==> config.mk <==
export PLATFORM = sky130hd
export DESIGN_NAME = keypad_scanner
export DESIGN_NICKNAME = d
export VERILOG_FILES = /design/src/rtl/keypad_pkg.sv /design/src/rtl/row_sampler.sv /design/src/rtl/keypad_scanner.sv
export SDC_FILE = /design/constraint.sdc
export NUM_CORES = 1
export LEC_CHECK = 0
export BUFFER_PORTS_ARGS = -buffer_cell sky130_fd_sc_hd__buf_2
export CAP_MARGIN = 20
export CORE_MARGIN = 4
export CORE_UTILIZATION = 45
export CTS_CLUSTER_SIZE = 8
export DETAILED_ROUTE_END_ITERATION = 10
export MAX_ROUTING_LAYER = met4
export PLACE_DENSITY = 0.59
export SLEW_MARGIN = 15
export SYNTH_ARGS = -nofsm -noshare
export SYNTH_HDL_FRONTEND = slang
export SYNTH_HIERARCHICAL = 1
export SYNTH_SLANG_ARGS = --single-unit
==> constraint.sdc <==
create_clock -name clk -period 4.75 [get_ports clk]
set_clock_uncertainty 0.2 [all_clocks]
set_input_delay 0.95 -clock clk [delete_from_list [all_inputs] [get_ports clk]]
set_output_delay 0.95 -clock clk [all_outputs]
set_load 0.1 [all_outputs]
==> src/rtl/keypad_pkg.sv <==
// rtl/keypad_pkg.sv - shared types, constants and key map for the keypad scanner
package keypad_pkg;

    typedef enum logic [1:0] {SCAN, DEB_PRESS, HELD, DEB_REL} state_e;

    localparam logic [4:0] KEY_NONE = 5'h10;

    localparam logic [3:0] OP_ADD = 4'd1;
    localparam logic [3:0] OP_SUB = 4'd2;
    localparam logic [3:0] OP_MUL = 4'd3;
    localparam logic [3:0] OP_DIV = 4'd4;
    localparam logic [3:0] OP_EQ  = 4'd5;
    localparam logic [3:0] OP_NEG = 4'd6;

    typedef struct packed {
        logic [3:0] digit;
        logic [3:0] oper;
    } key_code_t;

    // Index is row*4 + col; exactly one of digit/oper is meaningful per key.
    function automatic key_code_t key_decode(input logic [3:0] idx);
        key_code_t kc;
        kc.digit = 4'd0;
        kc.oper  = 4'd0;
        case (idx)
            4'd0:  kc.digit = 4'd1;
            4'd1:  kc.digit = 4'd2;
            4'd2:  kc.digit = 4'd3;
            4'd3:  kc.oper  = OP_ADD;
            4'd4:  kc.digit = 4'd4;
            4'd5:  kc.digit = 4'd5;
            4'd6:  kc.digit = 4'd6;
            4'd7:  kc.oper  = OP_SUB;
            4'd8:  kc.digit = 4'd7;
            4'd9:  kc.digit = 4'd8;
            4'd10: kc.digit = 4'd9;
            4'd11: kc.oper  = OP_MUL;
            4'd12: kc.oper  = OP_NEG;
            4'd13: kc.digit = 4'd0;
            4'd14: kc.oper  = OP_EQ;
            default: kc.oper = OP_DIV;
        endcase
        return kc;
    endfunction

endpackage

==> src/rtl/row_sampler.sv <==
// rtl/row_sampler.sv - row drive rotation, dwell timing and synchronized column sampling
module row_sampler #(
    parameter int SCAN_CYCLES = 50000
) (
    input  logic       clk,
    input  logic       rst_n,
    input  logic [3:0] cols,
    output logic [3:0] rows,
    output logic       sample_valid,
    output logic [1:0] sample_row,
    output logic [3:0] sample_cols,
    output logic       scan_done
);

    localparam int DW = (SCAN_CYCLES > 1) ? $clog2(SCAN_CYCLES) : 1;
    localparam logic [DW-1:0] DWELL_LAST = DW'(SCAN_CYCLES - 1);

    logic [3:0]    sync1_q, sync1_d;
    logic [3:0]    sync2_q, sync2_d;
    logic [DW-1:0] dwell_q, dwell_d;
    logic [1:0]    row_q, row_d;
    logic [3:0]    rows_q, rows_d;
    logic          last_dwell;

    always_comb begin
        sync1_d    = cols;
        sync2_d    = sync1_q;
        last_dwell = (dwell_q == DWELL_LAST);
        dwell_d    = last_dwell ? '0 : dwell_q + 1'b1;
        row_d      = last_dwell ? row_q + 2'd1 : row_q;
        rows_d     = ~(4'b0001 << row_d);
    end

    always_ff @(posedge clk) begin
        if (!rst_n) begin
            sync1_q <= 4'hF;
            sync2_q <= 4'hF;
            dwell_q <= '0;
            row_q   <= 2'd0;
            rows_q  <= 4'b1110;
        end else begin
            sync1_q <= sync1_d;
            sync2_q <= sync2_d;
            dwell_q <= dwell_d;
            row_q   <= row_d;
            rows_q  <= rows_d;
        end
    end

    assign rows         = rows_q;
    assign sample_valid = last_dwell;
    assign sample_row   = row_q;
    assign sample_cols  = sync2_q;
    assign scan_done    = last_dwell && (row_q == 2'd3);

endmodule

==> src/rtl/keypad_scanner.sv <==
// rtl/keypad_scanner.sv - 4x4 keypad scan snapshot, press/release debounce and key code latch
module keypad_scanner
    import keypad_pkg::*;
#(
    parameter int SCAN_CYCLES    = 50000,
    parameter int DEBOUNCE_SCANS = 5
) (
    input  logic       clk,
    input  logic       rst_n,
    output logic [3:0] rows,
    input  logic [3:0] cols,
    output logic [3:0] digits,
    output logic [3:0] opers,
    output logic       pressed,
    output logic       released
);

    localparam int CW = $clog2(DEBOUNCE_SCANS + 1);
    localparam logic [CW-1:0] CNT_DONE = CW'(DEBOUNCE_SCANS);

    logic       sample_valid;
    logic [1:0] sample_row;
    logic [3:0] sample_cols;
    logic       scan_done;

    row_sampler #(
        .SCAN_CYCLES(SCAN_CYCLES)
    ) u_row_sampler (
        .clk          (clk),
        .rst_n        (rst_n),
        .cols         (cols),
        .rows         (rows),
        .sample_valid (sample_valid),
        .sample_row   (sample_row),
        .sample_cols  (sample_cols),
        .scan_done    (scan_done)
    );

    state_e        state_q, state_d;
    logic [CW-1:0] cnt_q, cnt_d, cnt_inc;
    logic [4:0]    cand_q, cand_d;
    logic [3:0]    latched_q, latched_d;
    logic [4:0]    best_q, best_d;
    logic          seen_q, seen_d;
    logic [3:0]    digits_q, digits_d;
    logic [3:0]    opers_q, opers_d;
    logic          pressed_q, pressed_d;
    logic          released_q, released_d;

    logic          row_hit;
    logic [1:0]    hit_col;
    logic [4:0]    snap_key;
    logic          snap_seen;
    key_code_t     cand_code;

    // Descending walk so the lowest low column is the one left standing.
    always_comb begin
        row_hit = 1'b0;
        hit_col = 2'd0;
        for (int c = 3; c >= 0; c--) begin
            if (!sample_cols[c]) begin
                row_hit = 1'b1;
                hit_col = 2'(c);
            end
        end
    end

    // Rows arrive in ascending order, so the first hit of a scan is the lowest index.
    always_comb begin
        snap_key  = best_q;
        snap_seen = seen_q;
        if (sample_valid) begin
            if (row_hit && (best_q == KEY_NONE)) begin
                snap_key = {1'b0, sample_row, hit_col};
            end
            if ((sample_row == latched_q[3:2]) && !sample_cols[latched_q[1:0]]) begin
                snap_seen = 1'b1;
            end
        end
        best_d = scan_done ? KEY_NONE : snap_key;
        seen_d = scan_done ? 1'b0 : snap_seen;
    end

    always_comb begin
        state_d    = state_q;
        cnt_d      = cnt_q;
        cand_d     = cand_q;
        latched_d  = latched_q;
        digits_d   = digits_q;
        opers_d    = opers_q;
        pressed_d  = pressed_q;
        released_d = 1'b0;
        cnt_inc    = (cnt_q == CNT_DONE) ? cnt_q : cnt_q + 1'b1;
        cand_code  = key_decode(cand_q[3:0]);
        if (scan_done) begin
            case (state_q)
                SCAN: begin
                    if (snap_key != KEY_NONE) begin
                        cand_d  = snap_key;
                        cnt_d   = CW'(1);
                        state_d = DEB_PRESS;
                    end
                end
                DEB_PRESS: begin
                    if (snap_key == cand_q) begin
                        cnt_d = cnt_inc;
                        if (cnt_inc == CNT_DONE) begin
                            latched_d = cand_q[3:0];
                            digits_d  = cand_code.digit;
                            opers_d   = cand_code.oper;
                            pressed_d = 1'b1;
                            cnt_d     = '0;
                            state_d   = HELD;
                        end
                    end else begin
                        cnt_d   = '0;
                        state_d = SCAN;
                    end
                end
                HELD: begin
                    if (!snap_seen) begin
                        cnt_d   = CW'(1);
                        state_d = DEB_REL;
                    end
                end
                DEB_REL: begin
                    if (!snap_seen) begin
                        cnt_d = cnt_inc;
                        if (cnt_inc == CNT_DONE) begin
                            pressed_d  = 1'b0;
                            released_d = 1'b1;
                            cnt_d      = '0;
                            state_d    = SCAN;
                        end
                    end else begin
                        cnt_d   = '0;
                        state_d = HELD;
                    end
                end
                default: state_d = SCAN;
            endcase
        end
    end

    always_ff @(posedge clk) begin
        if (!rst_n) begin
            state_q    <= SCAN;
            cnt_q      <= '0;
            cand_q     <= KEY_NONE;
            latched_q  <= 4'd0;
            best_q     <= KEY_NONE;
            seen_q     <= 1'b0;
            digits_q   <= 4'd0;
            opers_q    <= 4'd0;
            pressed_q  <= 1'b0;
            released_q <= 1'b0;
        end else begin
            state_q    <= state_d;
            cnt_q      <= cnt_d;
            cand_q     <= cand_d;
            latched_q  <= latched_d;
            best_q     <= best_d;
            seen_q     <= seen_d;
            digits_q   <= digits_d;
            opers_q    <= opers_d;
            pressed_q  <= pressed_d;
            released_q <= released_d;
        end
    end

    assign digits   = digits_q;
    assign opers    = opers_q;
    assign pressed  = pressed_q;
    assign released = released_q;

endmodule
* Word-level counts from Yosys, hierarchy flattened
Cells that the tools add are included.
** Word-level totals
- Flip-flop bits (word level) :: 60
- Input bits :: 6
- Output and inout bits :: 14
- Word-level logic and storage cells :: 110
** Operators by class
- $add $sub $neg :: 3
- $lt $le $gt $ge :: 1
- Equality and inequality tests :: 33
- Shifts and indexed selects :: 1
- Mux-type cells :: 37
- Bitwise gates (word level) :: 4
- Reduce and logical (&&, ||, !) cells :: 16
** Operators by type and width (number)
- $pmux W4 S9 :: 1
- $eq A4 B4 Y1 const B :: 7
- $mux W2 :: 11
- $mux W3 :: 6
- $pmux W3 S6 :: 1
- $add A16 B1 Y16 const B :: 1
- $eq A16 B16 Y1 const B :: 1
- $eq A4 B3 Y1 const B :: 4
- $mux W1 :: 12
- $ne A2 B2 Y1 const B :: 6
- $pmux W3 S4 :: 1
- $mux W5 :: 2
- $reduce_or A10 Y1 :: 1
- $eq A4 B2 Y1 const B :: 2
- $pmux W2 S4 :: 1
- $eq A2 B2 Y1 const B :: 3
- $eq A3 B3 Y1 const B :: 2
- $ne A3 B3 Y1 const B :: 2
- $reduce_and A3 Y1 :: 2
- $reduce_and A6 Y1 :: 1
- $eq A5 B5 Y1 :: 1
- $eq A5 B5 Y1 const B :: 1
- $ne A5 B5 Y1 const B :: 1
- $reduce_and A5 Y1 :: 1
- 19 further kinds :: 24

* Longest topological paths before layout
Gate-level depths: netlist of the first run.
- Depth after elaboration :: 10
- Depth in mapped cells :: 11
- Gate-level depth less buffers :: 10

* Modules after synthesis
Netlist of the first run, hierarchy kept.
** By module, submodules not included
- keypad_scanner :: instances 1, cells an instance 200, area each 1722.9 µm², seq. area each 580.6 µm²
- row_sampler :: instances 1, cells an instance 121, area each 1221.2 µm², seq. area each 600.6 µm²

* Worst setup path after synthesis of the first run
Ideal clock, no wire load.
- Path kind :: register -> register
- Start :: register u_row_sampler.dwell_q[0]
- End :: register digits_q[2], in the netlist digits[2]
- Library setup time :: 80 ps
- Data arrival time :: 2658 ps
- Path slack :: 1812 ps
- Stages on the path, launching flop included :: 12
- Buffers on the path :: 1
- Path through :: dfxtp_1 -> ha_1 -> and3_4 -> nand4_4 -> clkinv_4 -> nor2b_1 -> and2_1 -> a311o_2 -> a2111oi_4 -> buf_6 -> a21oi_1 -> a211oi_2
** Between the ends
- Longest elaborated chain between the ends :: 4
- Elaborated cells on any way between the ends :: 5
** RTL lines
- start: declaration :: line row_sampler.sv:20 : logic [DW-1:0] dwell_q, dwell_d;
- start signal: assignment :: line row_sampler.sv:44 : dwell_q <= dwell_d;
- $eq A16 B16 Y1 * :: line row_sampler.sv:28 : last_dwell = (dwell_q == DWELL_LAST);
- named net sample_valid :: line keypad_scanner.sv:21 : logic sample_valid;
- $mux W5 :: line keypad_scanner.sv:72 : if (sample_valid) begin
- $eq A5 B5 Y1 :: line keypad_scanner.sv:105 : if (snap_key == cand_q) begin
- $reduce_and A4 Y1 (no source line) *
- end signal: assignment :: line keypad_scanner.sv:164 : digits_q <= digits_d;
- end: declaration :: line keypad_scanner.sv:45 : logic [3:0] digits_q, digits_d;
Mark *: on every way through the listed nets, which the timed path passes. The rest lies on a longest branch.
A chain may end at the register's enable or synchronous reset.

* Worst setup path in the final report of the first run
- Start :: register u_row_sampler.dwell_q[0]
- End :: register latched_q[3]
** Between the ends
- Longest elaborated chain between the ends :: 4
- Elaborated cells on any way between the ends :: 5
** RTL lines
- $eq A16 B16 Y1 * :: line row_sampler.sv:28
- named net sample_valid :: line keypad_scanner.sv:21
- $mux W5 :: line keypad_scanner.sv:72
- $eq A5 B5 Y1 :: line keypad_scanner.sv:105
- $reduce_and A4 Y1 (no source line) *
- end signal: assignment :: line keypad_scanner.sv:161 : latched_q <= latched_d;
- end: declaration :: line keypad_scanner.sv:42 : logic [3:0] latched_q, latched_d;
Marked as above.

==> flow_summary_export.csv, run 1 <==
group,metric,value,unit
cts,clk_latency,0.34,ns
synthesis,synth_edf_count,0,
synthesis,synthCells,321,
detailed_routing,totalWireLength,5780,um
detailed_routing,vias,2285,
sta,post-route-min-period,3.50,ns
cells_and_area,fillers,609,
die,die_area,7900,um^2
sta,hold_viol_final,0,
placed_design,dp_hpwl,3970,um
cts,cts_made_buffers,9,
sta,maxSlewHeadroom,44.3,%
synthesis,synth-seq-cells,59,
sta,max_freq,0.285,GHz
die,floorplan.initialDensity,46.4,%
global_routing,grt_max_degree,34,
cells_and_area,area_growth,8.84,%
run_status,status,"finished, final reports clean",
critical_path,r2r_start,"u_row_sampler/dwell_q[0]",
synthesis,synth.distinct_cells,62,
cts,ctsHoldBuffers,0,
cells_and_area,drive_gt1_share,16.5,%
cells_and_area,multi_input_area,1590,um^2
synthesis,syn_area,2940,um^2
die,die_h,88.9,um
critical_path,critPathRequiredTime,4.77,ns
global_routing,grt_pass1_vias,2143,
synthesis,synth-async-reset-ratio,0,%
synthesis,syn_area_per_cell,9.17,um^2
global_routing,grt_pass1_wl,10200,um
critical_path,crit_arrival,3.52,ns
detailed_routing,wl_per_cell,13.9,um
critical_path,start_kind,"register",
placed_design,place_congestion,0.830,
cells_and_area,seqCellArea,1180,um^2
sta,tightest_slew,0.836,ns
synthesis,yosysSeqAreaShare,40.1,%
cts,postCtsSetupBuffers,0,
pwr,vdd.ir_drop.worst,0.295,mV
critical_path,crit_end,"latched_q[3]",
critical_path,crit_start,"u_row_sampler/dwell_q[0]",
synthesis,synth_nets,331,
cts,cts_root_buf,"clkbuf_8",
min_path,hold_path_class,"reg2reg",
placed_design,portBuffers,18,
critical_path,timing.reg2reg.setup_slack,1.25,ns
placed_design,place_inst,401,
cells_and_area,nets,345,
cts,clkSinkCount,59,
synthesis,synth_area_leader_cell,"dfxtp_1",
synthesis,synth_ff_type,"dfxtp_1",
sta,fin_crit_sh,73.8,%
detailed_routing,drt_first_pass_iters,4,
detailed_routing,viasPerCell,5.48,
sta,drv_slew,0,
sta,finalSetupViolCount,0,
cts,ctsResizeCount,0,
critical_path,endpoint_kind,"register",
detailed_routing,drt_iter0_drc,90,
synthesis,synth_area_leaders,"dfxtp_1, xnor2_1, nor2_1, nand2b_1, nand2_1",
critical_path,critical_path_class,"reg2reg",
pwr,p_leak,1.19,nW
detailed_routing,drcViolationCount,0,
cts,cts_htree_levels,3,
sta,rsz0062_at_grt,"false",
cells_and_area,diodes,0,
die,pin_count,20,
synthesis,yosysWarnings,6,
die,core_area,6350,um^2
critical_path,worstRegToRegCells,10,
cts,clk_pin_slew_worst_paths,0.06,ns
global_routing,track_usage,17.2,%
detailed_routing,ant_nets,0,
sta,fin_setup_tns,0,ns
pwr,powerDensity,308,nW/um^2
cts,cts_max_path_buffers,2,
cts,cts_tree,"done",
global_routing,overflow,0,
global_routing,antenna_found_initial,0,
die,num_rows,29,
flow_run,drv_cap,0,
die,die_x,88.9,um
critical_path,r2r_end,"latched_q[3]",
critical_path,cp_max_fo,15,
cells_and_area,final_cells,417,
synthesis,synth.top_cell.area_share,40.1,%
-- area by class of cell --
class	instances	share of cell area (%)
clock buffer	12	4.53
clock inverter	4	1.56
inverter	12	1.56
multi-input combinational	235	49.7
sequential	59	36.9
tap	77	3.01
timing repair buffer	18	2.81
-- how the worst min path moves through the flow --
stage	end	startpoint	cells after the start	slack, ns
2_1_floorplan	u_row_sampler/sample_cols[0]	u_row_sampler/sync1_q[0]	1	0.19
3_3_place_gp	u_row_sampler/sample_cols[1]	u_row_sampler/sync1_q[1]	1	0.19
3_5_place_dp	u_row_sampler/sample_cols[3]	u_row_sampler/sync1_q[3]	1	0.20
4_1_cts	u_row_sampler/sample_cols[3]	u_row_sampler/sync1_q[3]	1	0.21
5_1_grt	u_row_sampler/sample_cols[0]	u_row_sampler/sync1_q[0]	1	0.23
6_report	u_row_sampler/sample_cols[3]	u_row_sampler/sync1_q[3]	1	0.21
-- synth_stat cells (all sizes together), types with 2 or more instances --
cell type  instances
o31ai              2
inv               11
nor2              38
nor4               5
o21ai             14
xor2               4
a211oi            10
nor3b              3
dfxtp             59
and3               3
buf                8
nand2             25
nor2b              3
xnor2             17
nand2b            16
nor4b              4
a221oi             2
a41oi              3
mux2i              4
nor3               7
a21oi             14
clkbuf             6
and2               7
a31oi              5
a22oi              2
ha                 4
o22a               3
or3b               2
nand3              9
nand4             12
-- cells in the final DEF, fill, tap and decap left out, types with 3 or more instances in the layout --
| cell | n |
|---|---|
| xnor2_1 | 17 |
| nor2_2 | 3 |
| ha_1 | 4 |
| nor4b_1 | 3 |
| a41oi_1 | 3 |
| mux2i_1 | 4 |
| dfxtp_1 | 59 |
| xor2_1 | 4 |
| nor2_1 | 35 |
| nand2_1 | 22 |
| o21ai_0 | 14 |
| a31oi_1 | 5 |
| a21oi_1 | 14 |
| nor3_1 | 7 |
| nand2b_1 | 16 |
| nor2b_1 | 3 |
| buf_2 | 18 |
| nor4_1 | 4 |
| clkbuf_8 | 10 |
| inv_1 | 11 |
| and2_1 | 5 |
| nand4_1 | 9 |
| nand3_1 | 9 |
| a211oi_1 | 8 |
| o22a_1 | 3 |
| nand2_2 | 3 |
-- per-layer routing --
layer | part of all wire (%) | routed length [um] | track usage, %
met1 | 51 | 2930 | 22.8
met2 | 44 | 2550 | 24.6
met3 | 3.9 | 225 | 5.87
met4 | 1.3 | 77 | 5.36
met5 | 0 | 0 | -
-- metrics by stage --
stage	utilization (%)	power [mW]	instance area (um^2)	setup slack (ns)	hold slack [ns]
finish	50.5	0.988	3200	1.25	0.207
global route	50.5	1.02	3200	0.966	0.233
CTS	50.5	1.00	3200	1.26	0.213
detailed placement	47.4	0.544	3010	1.29	0.197
global placement	47.4	0.545	3010	1.33	0.188
floorplan	-	0.539	2940	1.81	0.186
-- flip-flops by register name, indices dropped and copies added (netlist names) --
name / cells
u_row_sampler/sample_cols: 4
seen_q: 1
u_row_sampler/dwell_q: 16
cnt_q: 3
pressed: 1
digits: 4
best_q: 5
u_row_sampler/sample_row: 2
released: 1
u_row_sampler/sync1_q: 4
opers: 3
state_q: 2
latched_q: 4
u_row_sampler/rows: 4
cand_q: 5
-- worst max-delay path: stages (launching register included) --
cell	delay [ns]
dfxtp_1	0.35
ha_1	0.27
and3_4	0.22
nand4_4	0.15
clkinv_4	0.10
nor2b_1	0.18
and2_1	0.19
a311o_2	0.39
a2111oi_4	0.81
and2_2	0.39
o21ai_0	0.12
-- power by group --
| group | total, mW | switching [mW] | internal, mW |
|---|---|---|---|
| Combinational | 0.0268 | 0.0186 | 0.00820 |
| Sequential | 0.506 | 0.00581 | 0.501 |
| Clock | 0.455 | 0.199 | 0.256 |
| Total | 0.988 | 0.223 | 0.765 |
-- cell families after synthesis --
logic type               count (synthesis)  share of synthesized area [%]
other                                    1                          0.127
AO/OA/AOI/OAI                           64                           15.4
adder cells (fa/ha/maj)                  4                           1.70
flip-flops                              59                           40.1
AND/OR/NAND/NOR                        140                           28.4
multiplexers                             5                           2.12
XOR/XNOR                                21                           6.25
buffers and inverters                   27                           5.82
(Power assumes the default switching activity.)
==> run 2: changes to the inputs <==
- ABC_AREA: not set -> 1
- clock period: 4.75 -> 3.3 ns (I/O delays scaled with it)
==> flow_summary_export.csv, run 2 <==
group,metric,value,unit
cts,ctsHoldBuffers,0,
critical_path,cp_max_fo,15,
detailed_routing,drt_iter0_drc,138,
sta,drv_slew,0,
synthesis,synth_ff_type,"dfxtp_1",
detailed_routing,drcViolationCount,0,
synthesis,synth-async-reset-ratio,0,%
synthesis,yosysWarnings,6,
global_routing,overflow,0,
synthesis,yosysSeqAreaShare,39.4,%
global_routing,grt_pass1_vias,2390,
critical_path,endpoint_kind,"register",
detailed_routing,viasPerCell,4.96,
cells_and_area,final_cells,526,
critical_path,crit_path_top_delay_cell,"dfxtp_1",
cts,clkSinkCount,59,
detailed_routing,totalWireLength,6220,um
pwr,p_leak,1.45,nW
detailed_routing,vias,2611,
critical_path,critical_path_class,"reg2reg",
synthesis,synth-seq-cells,59,
cts,ctsResizeCount,0,
pwr,vdd.ir_drop.worst,0.332,mV
die,floorplan.initialDensity,46.7,%
flow_run,drv_cap,0,
cells_and_area,fillers,653,
die,die_area,8030,um^2
critical_path,cpPeakStageDelay,0.37,ns
pwr,power,1.51,mW
cells_and_area,layout_commonest_cell,"nand2_1",
sta,post-route-min-period,2.93,ns
global_routing,track_usage,17.4,%
synthesis,synth_nets,431,
cts,clk_latency,0.34,ns
placed_design,place_inst,510,
cells_and_area,area_growth,11.8,%
min_path,worstHoldPathCells,1,
die,pin_count,20,
cells_and_area,drive_gt1_share,18.3,%
global_routing,grt_max_degree,25,
critical_path,worstPathCellList,"ha_1 > nand3_1 > nor2_2 > nand3_1 > inv_1 > nand2_1 > nor2_4 > nand2_2 > nand2_1 > nand2_2 > nand2_2 > nand2_2 > nor2_4 > nand3_4 > nor2_8 > inv_2 > o21ai_1 > nor2_1",
global_routing,antenna_found_initial,0,
die,core_area,6420,um^2
cts,cts_htree_levels,3,
global_routing,grt_pass1_wl,10600,um
critical_path,critPathRequiredTime,3.33,ns
cts,cts_made_buffers,9,
synthesis,yosysMostFrequentCell,"nand2_1",
synthesis,synth_common_cells,"nand2_1, dfxtp_1, inv_1",
cells_and_area,nets,454,
detailed_routing,drt_first_pass_iters,4,
synthesis,synthCells,421,
critical_path,cp_common_cell,"nand2_2",
sta,max_freq,0.341,GHz
cts,cts_root_buf,"clkbuf_8",
cells_and_area,largest_register_ffs,16,
detailed_routing,ant_nets,0,
min_path,hold_path_class,"reg2reg",
cells_and_area,top_regs,"u_row_sampler/dwell_q: 16 flops, best_q: 5 flops, cand_q: 5 flops",
sta,rsz0062_at_grt,"false",
cells_and_area,mostFrequentLayoutCells,"nand2_1, inv_1, dfxtp_1",
sta,hold_viol_final,0,
placed_design,place_congestion,0.860,
pwr,powerDensity,451,nW/um^2
cells_and_area,top_register,"u_row_sampler/dwell_q",
die,num_rows,29,
cells_and_area,diodes,0,
synthesis,syn_area,3000,um^2
synthesis,syn_area_per_cell,7.12,um^2
sta,fin_crit_sh,88.9,%
critical_path,start_kind,"register",
placed_design,dp_hpwl,4590,um
cts,cts_tree,"done",
sta,finalSetupViolCount,0,
die,die_x,89.6,um
detailed_routing,wl_per_cell,11.8,um
die,die_h,89.6,um
run_status,status,"finished, final reports clean",
synthesis,synth_area_leader_cell,"dfxtp_1",
cts,postCtsSetupBuffers,0,
synthesis,synth.distinct_cells,34,
synthesis,synth_edf_count,0,
critical_path,worstRegToRegCells,18,
synthesis,synth.top_cell.area_share,39.4,%
synthesis,synth_area_leaders,"dfxtp_1, nand2_1, inv_1, nor2_1, nand3_1",
sta,fin_setup_tns,0,ns
placed_design,portBuffers,18,
critical_path,crit_arrival,2.96,ns
cts,cts_max_path_buffers,2,
cts,clk_pin_slew_worst_paths,0.07,ns
==> run 2: changes by cell type in the layout (fill, tap and decap cells not counted), sizes merged, moves of 10 or more <==
cell / before / now
a21oi: 14 / 30
nand3: 9 / 33
nand2b: 16 / 0
xnor2: 17 / 1
nand2: 25 / 88
nor2: 38 / 72
a211oi: 10 / 0
inv: 11 / 62
==> run 2: where the power goes <==
group	switching, mW	internal [mW]
Sequential	0.00394	0.720
Clock	0.283	0.466
Combinational	0.0288	0.0128
Total	0.315	1.20
==> run 2: kinds of logic after synthesis <==
logic type      Yosys count  synth area share, %
other cells               1                0.125
simple gates            226                 36.8
xor+xnor                  7                 2.04
compound gates           56                 10.2
flops                    59                 39.4
fa+ha+maj                 4                 1.67
buf+inv                  68                 9.80
==> run 2: final cells by class <==
type                            instances  area, um^2  area share [%]
Tap cell                               77        96.3            2.87
Clock inverter                          4        72.6            2.16
Timing Repair Buffer                   18        90.1            2.69
Inverter                               62         233            6.94
Clock buffer                           12         155            4.63
Sequential cell                        59        1180            35.2
Multi-Input combinational cell        294        1530            45.5
==> run 2: through the flow <==
step           hold slack (ns)  worst slack, ns  utilization [%]  area, um^2
2_1_floorplan            0.193            0.726                -        3000
3_3_place_gp             0.194            0.445             48.6        3120
3_5_place_dp             0.199            0.325             48.6        3120
4_1_cts                  0.211            0.296             52.2        3350
5_1_grt                  0.236           0.0287             52.2        3350
6_report                 0.213            0.366             52.2        3350
==> run 2: critical path: cells and delay by family (launching register included) <==
kind / cells / cell delay, ns
buf+inv: 2 / 0.21
compound gates: 1 / 0.15
flops: 1 / 0.37
fa+ha+maj: 1 / 0.20
simple gates: 14 / 1.66
==> run 2: final timing paths <==
check | endpoint | startpoint | slack (ns)
worst max-delay path | digits[2] | u_row_sampler/dwell_q[0] | 0.37
worst min-delay path | u_row_sampler/sample_cols[3] | u_row_sampler/sync1_q[3] | 0.21
worst max register to register | digits[2] | u_row_sampler/dwell_q[0] | 0.37
worst min register to register | u_row_sampler/sample_cols[3] | u_row_sampler/sync1_q[3] | 0.21
==> run 2: per-layer routing <==
| metal | up-vias | track usage (%) | routed length [um] |
|---|---|---|---|
| met2 | 44 | 26.5 | 2800 |
| met1 | 1171 | 22.1 | 3120 |
| met3 | 8 | 4.65 | 211 |
| met5 | - | - | 0 |
| met4 | 0 | 6.63 | 90 |
| li1 | 1388 | - | - |
